**src/rtl/bus_arbiter.sv**
```systemverilog
// Shared-bus arbiter: picks one of NUM_MASTERS requesters per cycle and muxes its strobes, address and data onto the single memory port.
// Latency: the grant and the memory-port mux are combinational, so a request is granted in the same cycle; owner and owner_vld are one cycle later.
// Backpressure: losing masters see m_bgrt_ high and hold breq_ low; a master that has held the bus MAX_HOLD cycles yields to any waiting master.
//
// Ports:
//   clk, reset_                      clock, synchronous active-low reset
//   m_breq_/m_read/m_write           per-master request (active-low) and strobes
//   m_adr/m_wdata                    per-master address/data, master i in slice i
//   m_bgrt_                          per-master grant, active-low, at most one low
//   mem_read/mem_write/mem_adr/mem_wdata   memory port, driven by the granted master
//   owner/owner_vld                  index of the master granted last cycle, and whether there was one
module bus_arbiter #(
    parameter int NUM_MASTERS = 4,
    parameter int ADDR_W      = 10,
    parameter int DATA_W      = 32,
    parameter int MAX_HOLD    = 8
) (
    input  logic                              clk,
    input  logic                              reset_,
    input  logic [NUM_MASTERS-1:0]            m_breq_,
    input  logic [NUM_MASTERS-1:0]            m_read,
    input  logic [NUM_MASTERS-1:0]            m_write,
    input  logic [NUM_MASTERS*ADDR_W-1:0]     m_adr,
    input  logic [NUM_MASTERS*DATA_W-1:0]     m_wdata,
    output logic [NUM_MASTERS-1:0]            m_bgrt_,
    output logic                              mem_read,
    output logic                              mem_write,
    output logic [ADDR_W-1:0]                 mem_adr,
    output logic [DATA_W-1:0]                 mem_wdata,
    output logic [$clog2(NUM_MASTERS)-1:0]    owner,
    output logic                              owner_vld
);

    localparam int IDX_W  = $clog2(NUM_MASTERS);
    localparam int HOLD_W = (MAX_HOLD > 1) ? $clog2(MAX_HOLD) : 1;
    localparam logic [HOLD_W-1:0] HOLD_MAX = HOLD_W'(MAX_HOLD - 1);
    localparam logic [IDX_W-1:0]  LAST_IDX = IDX_W'(NUM_MASTERS - 1);

    logic [IDX_W-1:0]       rr_ptr;
    logic [HOLD_W-1:0]      hold_cnt;
    logic [NUM_MASTERS-1:0] req;
    logic                   others_req;
    logic                   cont;
    logic                   gnt_vld;
    logic [IDX_W-1:0]       gnt_idx;
    logic [IDX_W-1:0]       scan_idx;

    // Grant selection. The current owner keeps the bus until its hold budget
    // runs out and someone else is waiting. rr_ptr always sits at owner+1
    // after a grant, so the round-robin scan naturally starts past the owner
    // when it is preempted.
    always_comb begin
        req        = ~m_breq_;
        others_req = |(req & ~(NUM_MASTERS'(1) << owner));
        cont       = owner_vld && req[owner] && ((hold_cnt < HOLD_MAX) || !others_req);
        gnt_vld    = 1'b0;
        gnt_idx    = '0;
        scan_idx   = '0;
        if (reset_) begin
            if (cont) begin
                gnt_vld = 1'b1;
                gnt_idx = owner;
            end else begin
                for (int k = 0; k < NUM_MASTERS; k++) begin
                    scan_idx = IDX_W'((int'(rr_ptr) + k) % NUM_MASTERS);
                    if (!gnt_vld && req[scan_idx]) begin
                        gnt_vld = 1'b1;
                        gnt_idx = scan_idx;
                    end
                end
            end
        end
    end

    // Memory-port mux; everything idles at zero with no grant (including reset).
    always_comb begin
        m_bgrt_   = '1;
        mem_read  = 1'b0;
        mem_write = 1'b0;
        mem_adr   = '0;
        mem_wdata = '0;
        if (gnt_vld) begin
            m_bgrt_[gnt_idx] = 1'b0;
            mem_read         = m_read[gnt_idx];
            mem_write        = m_write[gnt_idx];
            mem_adr          = m_adr[gnt_idx*ADDR_W +: ADDR_W];
            mem_wdata        = m_wdata[gnt_idx*DATA_W +: DATA_W];
        end
    end

    always_ff @(posedge clk) begin
        if (!reset_) begin
            rr_ptr    <= '0;
            owner     <= '0;
            owner_vld <= 1'b0;
            hold_cnt  <= '0;
        end else if (gnt_vld) begin
            rr_ptr    <= (gnt_idx == LAST_IDX) ? '0 : gnt_idx + 1'b1;
            owner     <= gnt_idx;
            owner_vld <= 1'b1;
            if (owner_vld && (gnt_idx == owner)) begin
                hold_cnt <= (hold_cnt == HOLD_MAX) ? HOLD_MAX : hold_cnt + 1'b1;
            end else begin
                hold_cnt <= '0;
            end
        end else begin
            owner_vld <= 1'b0;
            hold_cnt  <= '0;
        end
    end

endmodule

```
**config.mk**
```make
export PLATFORM = sky130hd
export DESIGN_NAME = bus_arbiter
export DESIGN_NICKNAME = d
export VERILOG_FILES = /design/src/rtl/bus_arbiter.sv
export SDC_FILE = /design/constraint.sdc
export NUM_CORES = 1
export LEC_CHECK = 0
export CAP_MARGIN = 20
export CORE_AREA = 2 2 90 92
export DETAILED_ROUTE_END_ITERATION = 8
export DIE_AREA = 0 0 92 94
export PLACE_DENSITY = 0.85
export SLEW_MARGIN = 0
export SYNTH_ARGS = -nofsm -noshare
export SYNTH_HDL_FRONTEND = slang
export SYNTH_SLANG_ARGS = --single-unit
```
**constraint.sdc**
```tcl
create_clock -name clk -period 6.4 [get_ports clk]
set_input_delay 1.28 -clock clk [delete_from_list [all_inputs] [get_ports clk]]
set_output_delay 1.28 -clock clk [all_outputs]
set_load 0.01 [all_outputs]
```
==> results of run 1 <==
power by group through the flow:
| stage | combinational (uW) | sequential (uW) | clock, uW |
|---|---|---|---|
| floorplan | 291 | 61.4 | 0 |
| global placement | 534 | 64.4 | 0 |
| detailed placement | 542 | 64.9 | 0 |
| CTS | 544 | 64.0 | 59.0 |
| global route | 572 | 65.0 | 61.1 |
| finish | 540 | 64.1 | 57.5 |
worst max-delay path, cell delays in order:
cell and delay (ns):
clkdlybuf4s50_1 0.52, mux4_2 0.52, nand2b_4 0.16, a31oi_4 0.33
mux2i_4 0.35, buf_4 0.53, mux2i_1 0.16, o22ai_1 0.18
clkdlybuf4s50_1 0.57
stage by stage:
step           hold slack [ns]  power (uW)  utilization [%]  std cells  cell area (sq um)
3_3_place_gp             0.446         599             59.5        546               4530
5_1_grt                  0.508         698             60.1        549               4570
2_1_floorplan            0.435         352                -        224               2170
4_1_cts                  0.474         667             60.1        549               4570
6_report                 0.469         662             60.1        549               4570
3_5_place_dp             0.469         607             59.5        546               4530
placed cells by master, fill, tap and decap left out, types with 2 or more instances in the layout:
| cell | n |
|---|---|
| a21oi_1 | 3 |
| a221oi_1 | 2 |
| buf_4 | 7 |
| clkbuf_8 | 3 |
| clkdlybuf4s50_1 | 232 |
| dfxtp_1 | 8 |
| ha_1 | 5 |
| inv_1 | 5 |
| inv_2 | 2 |
| mux2i_1 | 89 |
| mux2i_4 | 3 |
| nand2_1 | 12 |
| nand2b_1 | 2 |
| nand3_1 | 3 |
| nand4_1 | 2 |
| nor2_1 | 2 |
| nor2b_1 | 2 |
| o21ai_0 | 2 |
| o22ai_1 | 10 |
| o22ai_2 | 34 |
cell families (layout without fill, tap and decap cells):
logic type,count (synthesis),count (layout)
DFF,8,8
AOI/OAI and AO/OA,60,60
adders and majority gates,5,5
and+or+nand+nor,29,29
xor gates and xnor gates,1,1
buffers and inverters,27,250
muxes,94,94
final cells by class:
class                   count  share of cell area, %
inverters                   8                  0.657
flip-flops and latches      8                   3.50
multi-input cells         189                   40.2
clock buffers               3                  0.904
repair buffers            239                   52.0
well taps                 102                   2.79
path summary, 6_finish.rpt:
path          startpoint          end  slack (ns)  cells past startpoint
max           m_breq_[3]     mem_read        0.50                      9
min          hold_cnt[0]  hold_cnt[0]        0.47                      1
max reg2reg     owner[0]    rr_ptr[1]        3.28                      9
min reg2reg  hold_cnt[0]  hold_cnt[0]        0.47                      1
registers in the layout, indices dropped and copies added (netlist names):
signal and count:
hold_cnt 3, owner 2, rr_ptr 2, owner_vld 1
per-layer routing:
layer / vias up / routed length (um)
met2: 144 / 5300
li1: 1321 / -
met1: 1239 / 3660
met4: 0 / 113
met3: 10 / 808
met5: - / 0
==> metrics.txt, run 1 <==
Fill cells 661; critical path peak fanout 36; port bufs 232; first-pass GRT wire length 14,300 um; WS Path Type in2out; maximum VDD drop 0.0731 mV; final setup margin 0.498 ns; First-pass DRT Iterations 4; met3 Use GR 5.14%; Post-Syn Instances 224; Die Span Y 94 um; WP data arrival 4.62 ns; critical path required time 5.12 ns; number of I/O pins 233; CTS tree built; max-slew violation count 0; CP Capture Type output pin; Worst-Margin Slew 0.645 ns; Psw 249 uW; M1 GR Usage 22.2%; Post-CTS Resized 0; post-route ant nets 0; footprint of the multi-input gates 0.00184 sq mm; register area 160 sq um; layout cells sized above 1 12.5%; nets 636; synthesized-area fraction occupied by adder cells 2.89%; Post-synth EDFFs 0; Synth cell types 42; compound-gate portion of the synthesized area 28.2%; mean number of vias per cell 4.94; max cap viols 0; per-cell routed wire length 18.0 um; final period utilization 92.2%; post-synthesis cell area 0.00217 sq mm; htree depth 1; clock buffer count from CTS 3; overall routed net length 9880 um; starting density of the core 28.5%; DP Wirelength 8260 um; Initial DRC Count 53; core area 0.00761 sq mm; switch share 37.7%; Total Routing Usage GR 20.7%; Setup Viol. Count Final 0; worst slack, placed 0.509 ns; result of the run finished, final reports clean; P_leak 0.00182 uW; initial antenna violation count 0; post-synthesis xor/xnor area fraction 0.404%; post-CTS setup buffer count 0; leading cell type by number of instances after synthesis mux2i_1; vias 2,714; diode count 0; met2 usage 41.1%; internal power 413 uW; Yosys reg bits 8; final hold vios 0; Die X 92 um; Mean Syn Cell Area 9.68 sq um; async set or reset register ratio after synthesis 0%; worst skew pair latency 0.22 ns; power share of the sequential group 9.7%; Rows 32; Clock Path Buffers 2; Post-Syn Nets 411; area of the die 0.00865 sq mm; cell taking the most area after synthesis mux2i_1; RSZ-0062 raised after global routing no; simple-gate portion of the synthesized area 7.39%; yosys warns 0; Hold Crit Class reg2reg; top-area cell type share of the netlist area 42.0%; Placer Congestion 0.799; max_slew headroom 57.0%; sequential-to-total area share from yosys stat 7.39%; clock root buffer clkbuf_8; hold buffer count at CTS 0; largest family of logic cells by synthesized area multiplexers; Sink Count 8; Clock transition at path regs 0.04 ns; Synth Flop Type dfxtp_1; post-synthesis mux area share 44.6%; setup_tns 0 ns; Tmin final 5.90 ns; DRC violations left 0; P per Cell Area 145 mW/mm^2; top cells by area, synth mux2i_1 42%, o22ai_2 20%, dfxtp_1 7.4%, ha_1 2.9%, o22ai_1 2.9%; vias in the first global route 2,802; Max Freq 0.169 GHz; Remaining Overflow, GRT 0; Worst Skew 0.00500 ns; top cells by instance count after synthesis 91 x mux2i_1, 34 x o22ai_2, 12 x nand2_1, 10 x o22ai_1, 9 x buf_2; largest net degree at the start of global routing 39; kind of start point of the critical path input pin; Synth-to-Final Area Change 111%; clock share of power 8.7%; grt peak-use layer met2; Comb pwr share 81.6%
Power figures use the tool's default switching activity.
==> run 2: changes to the inputs <==
--- a/config.mk
+++ b/config.mk
@@ -5,11 +5,15 @@
 export SDC_FILE = /design/constraint.sdc
 export NUM_CORES = 1
 export LEC_CHECK = 0
+export ABC_AREA = 1
 export CAP_MARGIN = 20
-export CORE_AREA = 2 2 90 92
+export CELL_PAD_IN_SITES_DETAIL_PLACEMENT = 0
+export CELL_PAD_IN_SITES_GLOBAL_PLACEMENT = 1
+export CORE_ASPECT_RATIO = 0.8
+export CORE_MARGIN = 1.5
+export CORE_UTILIZATION = 19
 export DETAILED_ROUTE_END_ITERATION = 8
-export DIE_AREA = 0 0 92 94
-export PLACE_DENSITY = 0.85
+export PLACE_DENSITY = 0.93
 export SLEW_MARGIN = 0
 export SYNTH_ARGS = -nofsm -noshare
 export SYNTH_HDL_FRONTEND = slang
==> run 2 against run 1 <==
Net effect:
- register-to-register slack worse by 0.02 ns
- sequential share of layout area is 0.31 points lower
- non-clock buffer count is 2 lower
- cell count is 74% higher
- first-iteration DRC count grew to 4.6 times the previous value
- setup slack better by 0.23 ns
- routed wire length is 18% higher
- sequential power is 38% higher
- maximum frequency is 4.0% higher
- die area is 61% higher
- synthesized area is 16% higher
- critical endpoint is now mem_wdata[27]
==> metrics.txt, run 2 <==
result of the run finished, final reports clean; sequential-to-total area share from yosys stat 6.37%; worst slack, placed 0.670 ns; Largest register FFs 3; Placer Congestion 0.874; largest net degree at the start of global routing 85; diode count 0; final period utilization 88.7%; Sink Count 8; RSZ-0062 raised after global routing no; maximum VDD drop 0.143 mV; Die Span Y 106 um; critical path required time 5.12 ns; post-CTS setup buffer count 0; CTS tree built; critical path's largest stage delay 0.53 ns; Clock transition at path regs 0.03 ns; largest family of logic cells by synthesized area simple AND/OR/NAND/NOR gates; worst r2r src rr_ptr[0]; Worst-Margin Slew 0.734 ns; DRC violations left 0; nets 972; DP Wirelength 9230 um; slowest CP cell clkdlybuf4s50_1; synthesized-area fraction occupied by adder cells 2.49%; leading cell type by number of instances after synthesis nand2_1; Post-Syn Instances 573; Worst Skew 0.00347 ns; Biggest register hold_cnt; crit path from m_breq_[3]; Rows 37; overall routed net length 11,700 um; first-pass GRT wire length 18,700 um; Die X 132 um; post-synthesis mux area share 0%; area of the die 0.0139 sq mm; async set or reset register ratio after synthesis 0%; max-slew violation count 0; Post-Syn Nets 760; Clock Path Buffers 2; CP Capture Type output pin; WP data arrival 4.39 ns; clock buffer count from CTS 3; vias in the first global route 3,855; Max Freq 0.176 GHz; Setup Viol. Count Final 0; htree depth 1; starting density of the core 19.5%; hold buffer count at CTS 0; First-pass DRT Iterations 4; worst skew pair latency 0.23 ns; compound-gate portion of the synthesized area 1.99%; Synth cell types 23; clock root buffer clkbuf_16; post-synthesis cell area 0.00251 sq mm; P_leak 0.00256 uW; yosys warns 0; initial antenna violation count 0; Total Routing Usage GR 16.3%; max_slew headroom 51.0%; Regs by FF count hold_cnt: 3 flops, owner: 2 flops, rr_ptr: 2 flops; commonest cells after routing, fill and taps aside 410 x nand2_1, 232 x clkdlybuf4s50_1, 31 x nand3_1; vias 4,009; top cells by instance count after synthesis 410 x nand2_1, 31 x nand3_1, 23 x nor2_1, 22 x buf_2, 22 x inv_1; Post-CTS Resized 0; Hold Startpoint hold_cnt[2]; Hold Crit Class reg2reg; most common cell after layout, fill and taps aside nand2_1; top cells by area, synth nand2_1 61%, dfxtp_1 6.4%, nand3_1 6.2%, buf_2 4.4%, nor2_1 3.4%; Fill cells 1,462; Remaining Overflow, GRT 0; Initial DRC Count 244; Synth Flop Type dfxtp_1; Tmin final 5.67 ns; critical path peak fanout 31; simple-gate portion of the synthesized area 77.8%; worst-path cell chain clkdlybuf4s50_1, nand2_1, nand2_1, inv_1, nor2_1, nand2_1, clkinv_1, nand3_1, nand2_1, inv_1, nand3_1, nand2_1, inv_2, nand2_1, nand2_1, clkdlybuf4s50_1; Yosys reg bits 8; top-area cell type share of the netlist area 61.2%; final setup margin 0.726 ns; kind of start point of the critical path input pin; Synth-to-Final Area Change 99.4%; post-route ant nets 0; port bufs 232; per-cell routed wire length 12.2 um; number of I/O pins 233; layout cells sized above 1 2.81%; setup_tns 0 ns; Post-synth EDFFs 0; WS Path Type in2out; Util after Layout 38.9%; post-synthesis xor/xnor area fraction 0%; P per Cell Area 294 mW/mm^2; cell taking the most area after synthesis nand2_1; max cap viols 0; core area 0.0129 sq mm; critical path's most frequent cell nand2_1; mean number of vias per cell 4.18; final hold vios 0; Mean Syn Cell Area 4.39 sq um
## run 2: layout make-up
| class | count | area, sq um | area share, % |
|---|---|---|---|
| Tap cell | 175 | 219 | 4.37 |
| Multi-Input combinational cell | 505 | 2070 | 41.3 |
| Timing Repair Buffer | 237 | 2370 | 47.3 |
| Clock buffer | 3 | 75.1 | 1.50 |
| Sequential cell | 8 | 160 | 3.20 |
| Inverter | 30 | 113 | 2.25 |
## run 2: power breakdown
part | total (uW) | internal (uW) | leakage (uW) | switching [uW]
Sequential | 88.5 | 63.3 | 0.0000660 | 25.2
Clock | 104 | 80.4 | 0.0000370 | 23.4
Combinational | 1280 | 564 | 0.00246 | 718
Total | 1470 | 708 | 0.00256 | 766
## run 2: worst max-delay path, delay by kind of cell
kind                   cells  cell delay, ns
buffers and inverters      6            1.70
and+or+nand+nor           10            1.39
## run 2: logic make-up (layout without fill, tap and decap cells)
logic type,after synthesis,in the layout
and+or+nand+nor,490,490
buffers and inverters,60,270
AOI/OAI and AO/OA,10,10
DFF,8,8
adders and majority gates,5,5
## run 2: worst paths after layout
path                                       to  slack [ns]  depth (start not counted)
worst max-delay path            mem_wdata[27]        0.73                         16
worst min-delay path              hold_cnt[2]        0.55                          2
worst max register to register      rr_ptr[1]        3.26                         15
worst min register to register    hold_cnt[2]        0.55                          2
## run 2: routing by layer
metal / vias to the layer above / track usage, % / routed length, um
met1: 1675 / 20.0 / 5190
met5: - / 0 / 0
li1: 2161 / - / -
met3: 8 / 2.60 / 803
met2: 165 / 30.3 / 5610
met4: 0 / 2.46 / 87
## run 2: per-stage QoR
step	area [sq um]	power, uW	cells	hold slack, ns
floorplan	2510	834	573	0.501
global placement	4940	1390	955	0.541
detailed placement	4940	1380	955	0.549
CTS	5010	1490	958	0.554
global route	5010	1640	958	0.597
finish	5010	1470	958	0.547
==> run 3: changes to the inputs <==
--- a/config.mk
+++ b/config.mk
@@ -10,7 +10,7 @@
 export CELL_PAD_IN_SITES_DETAIL_PLACEMENT = 0
 export CELL_PAD_IN_SITES_GLOBAL_PLACEMENT = 1
 export CORE_ASPECT_RATIO = 0.8
-export CORE_MARGIN = 1.5
+export CORE_MARGIN = 5
 export CORE_UTILIZATION = 19
 export DETAILED_ROUTE_END_ITERATION = 8
 export PLACE_DENSITY = 0.93
==> run 3 against run 2 <==
Net effect:
- design area up 0.45%
- largest cell class unchanged
- critical path depth unchanged
- combinational power about the same
- clock skew shrank 0.0018 ns
- count of clock-buffer cells in the layout unchanged
==> metrics.txt, run 3 (synthesis results as in run 2) <==
most common cell after layout, fill and taps aside nand2_1; Clock Path Buffers 2; Post-CTS Resized 0; commonest cells after routing, fill and taps aside 410 x nand2_1, 232 x clkdlybuf4s50_1, 31 x nand3_1; P_leak 0.00257 uW; CTS tree built; First-pass DRT Iterations 5; worst r2r src rr_ptr[0]; FF-to-FF End rr_ptr[1]; mean number of vias per cell 4.19; vias 4,029; hold buffer count at CTS 0; maximum VDD drop 0.122 mV; P per Cell Area 295 mW/mm^2; WS Path Type in2out; vias in the first global route 3,806; area of the die 0.0156 sq mm; Initial DRC Count 273; Biggest register hold_cnt; Die X 139 um; CP endpoint mem_wdata[13]; max_slew headroom 56.7%; R2R depth 14; clock root buffer clkbuf_16; DP Wirelength 10,500 um; WP data arrival 4.47 ns; FF-to-FF setup slack 3.27 ns; diode count 0; final period utilization 89.8%; RSZ-0062 raised after global routing no; Regs by FF count hold_cnt: 3 flops, owner: 2 flops, rr_ptr: 2 flops; core area 0.0129 sq mm; Die Span Y 113 um; Total Routing Usage GR 15.4%; port bufs 232; max cap viols 0; largest net degree at the start of global routing 54; Synth-to-Final Area Change 100%; Worst Skew 0.00171 ns; htree depth 1; result of the run finished, final reports clean; setup_tns 0 ns; starting density of the core 19.5%; crit path from m_breq_[0]; worst skew pair latency 0.23 ns; first-pass GRT wire length 19,900 um; Util after Layout 39.0%; layout cells sized above 1 3.18%; worst slack, placed 0.652 ns; Worst-Margin Slew 0.649 ns; Remaining Overflow, GRT 0; overall routed net length 12,900 um; number of I/O pins 233; Clock transition at path regs 0.03 ns; CP Capture Type output pin; per-cell routed wire length 13.5 um; kind of start point of the critical path input pin; final hold vios 0; Largest register FFs 3; initial antenna violation count 0; Max Freq 0.174 GHz; max-slew violation count 0; Tmin final 5.75 ns; Setup Viol. Count Final 0; post-CTS setup buffer count 0; final setup margin 0.654 ns; Sink Count 8; Inst Count DP 958; Finished Layout Cells 961; nets 975; Fill cells 1,429; Rows 37; post-route ant nets 0; critical path required time 5.12 ns; critical path peak fanout 40; clock buffer count from CTS 3; DRC violations left 0; Placer Congestion 0.887; Hold Crit Class reg2reg
## run 3: where the power goes
part           internal (uW)  switching [uW]
clock                   80.5            24.1
sequential              63.3            25.2
combinational            574             720
## run 3: routing by layer
layer / GRT usage (%) / routed length (um) / up-vias
met5: 0 / 0 / -
met4: 3.82 / 278 / 0
met3: 5.11 / 1230 / 19
met2: 26.1 / 5960 / 181
met1: 18.9 / 5470 / 1666
li1: - / - / 2163
## run 3: area by class of cell
class	instances	area, sq um	area share, %
clock buffers	3	75.1	1.49
repair buffers	240	2390	47.6
flip-flops and latches	8	160	3.18
multi-input cells	505	2070	41.2
inverters	30	113	2.24
well taps	175	219	4.35
## run 3: through the flow
step                      instance area [sq um]  power, uW  hold WS, ns
final                                      5030       1490        0.530
after detailed placement                   4960       1400        0.525
after floorplan                            2510        834        0.501
after global placement                     4960       1400        0.532
after CTS                                  5030       1510        0.531
after global routing                       5030       1650        0.577
## run 3: how the worst min path moves through the flow
stage	from	endpoint	depth (start not counted)
2_1_floorplan	hold_cnt[2]	hold_cnt[2]	2
3_3_place_gp	hold_cnt[2]	hold_cnt[2]	2
3_5_place_dp	hold_cnt[2]	hold_cnt[2]	2
4_1_cts	hold_cnt[2]	hold_cnt[2]	2
5_1_grt	hold_cnt[2]	hold_cnt[2]	2
6_report	hold_cnt[2]	hold_cnt[2]	2
## run 3: critical path: stages
cell and delay, ns:
clkdlybuf4s50_1 0.46, inv_1 0.10, nand2_1 0.05, nand2_1 0.08
nand2_1 0.11, nand4_1 0.16, nand2_2 0.10, nor2_4 0.35
nand2_4 0.35, inv_2 0.13, buf_4 0.37, nand2_1 0.10
nand2_1 0.08, nand2_1 0.06, nand2_1 0.09, clkdlybuf4s50_1 0.54
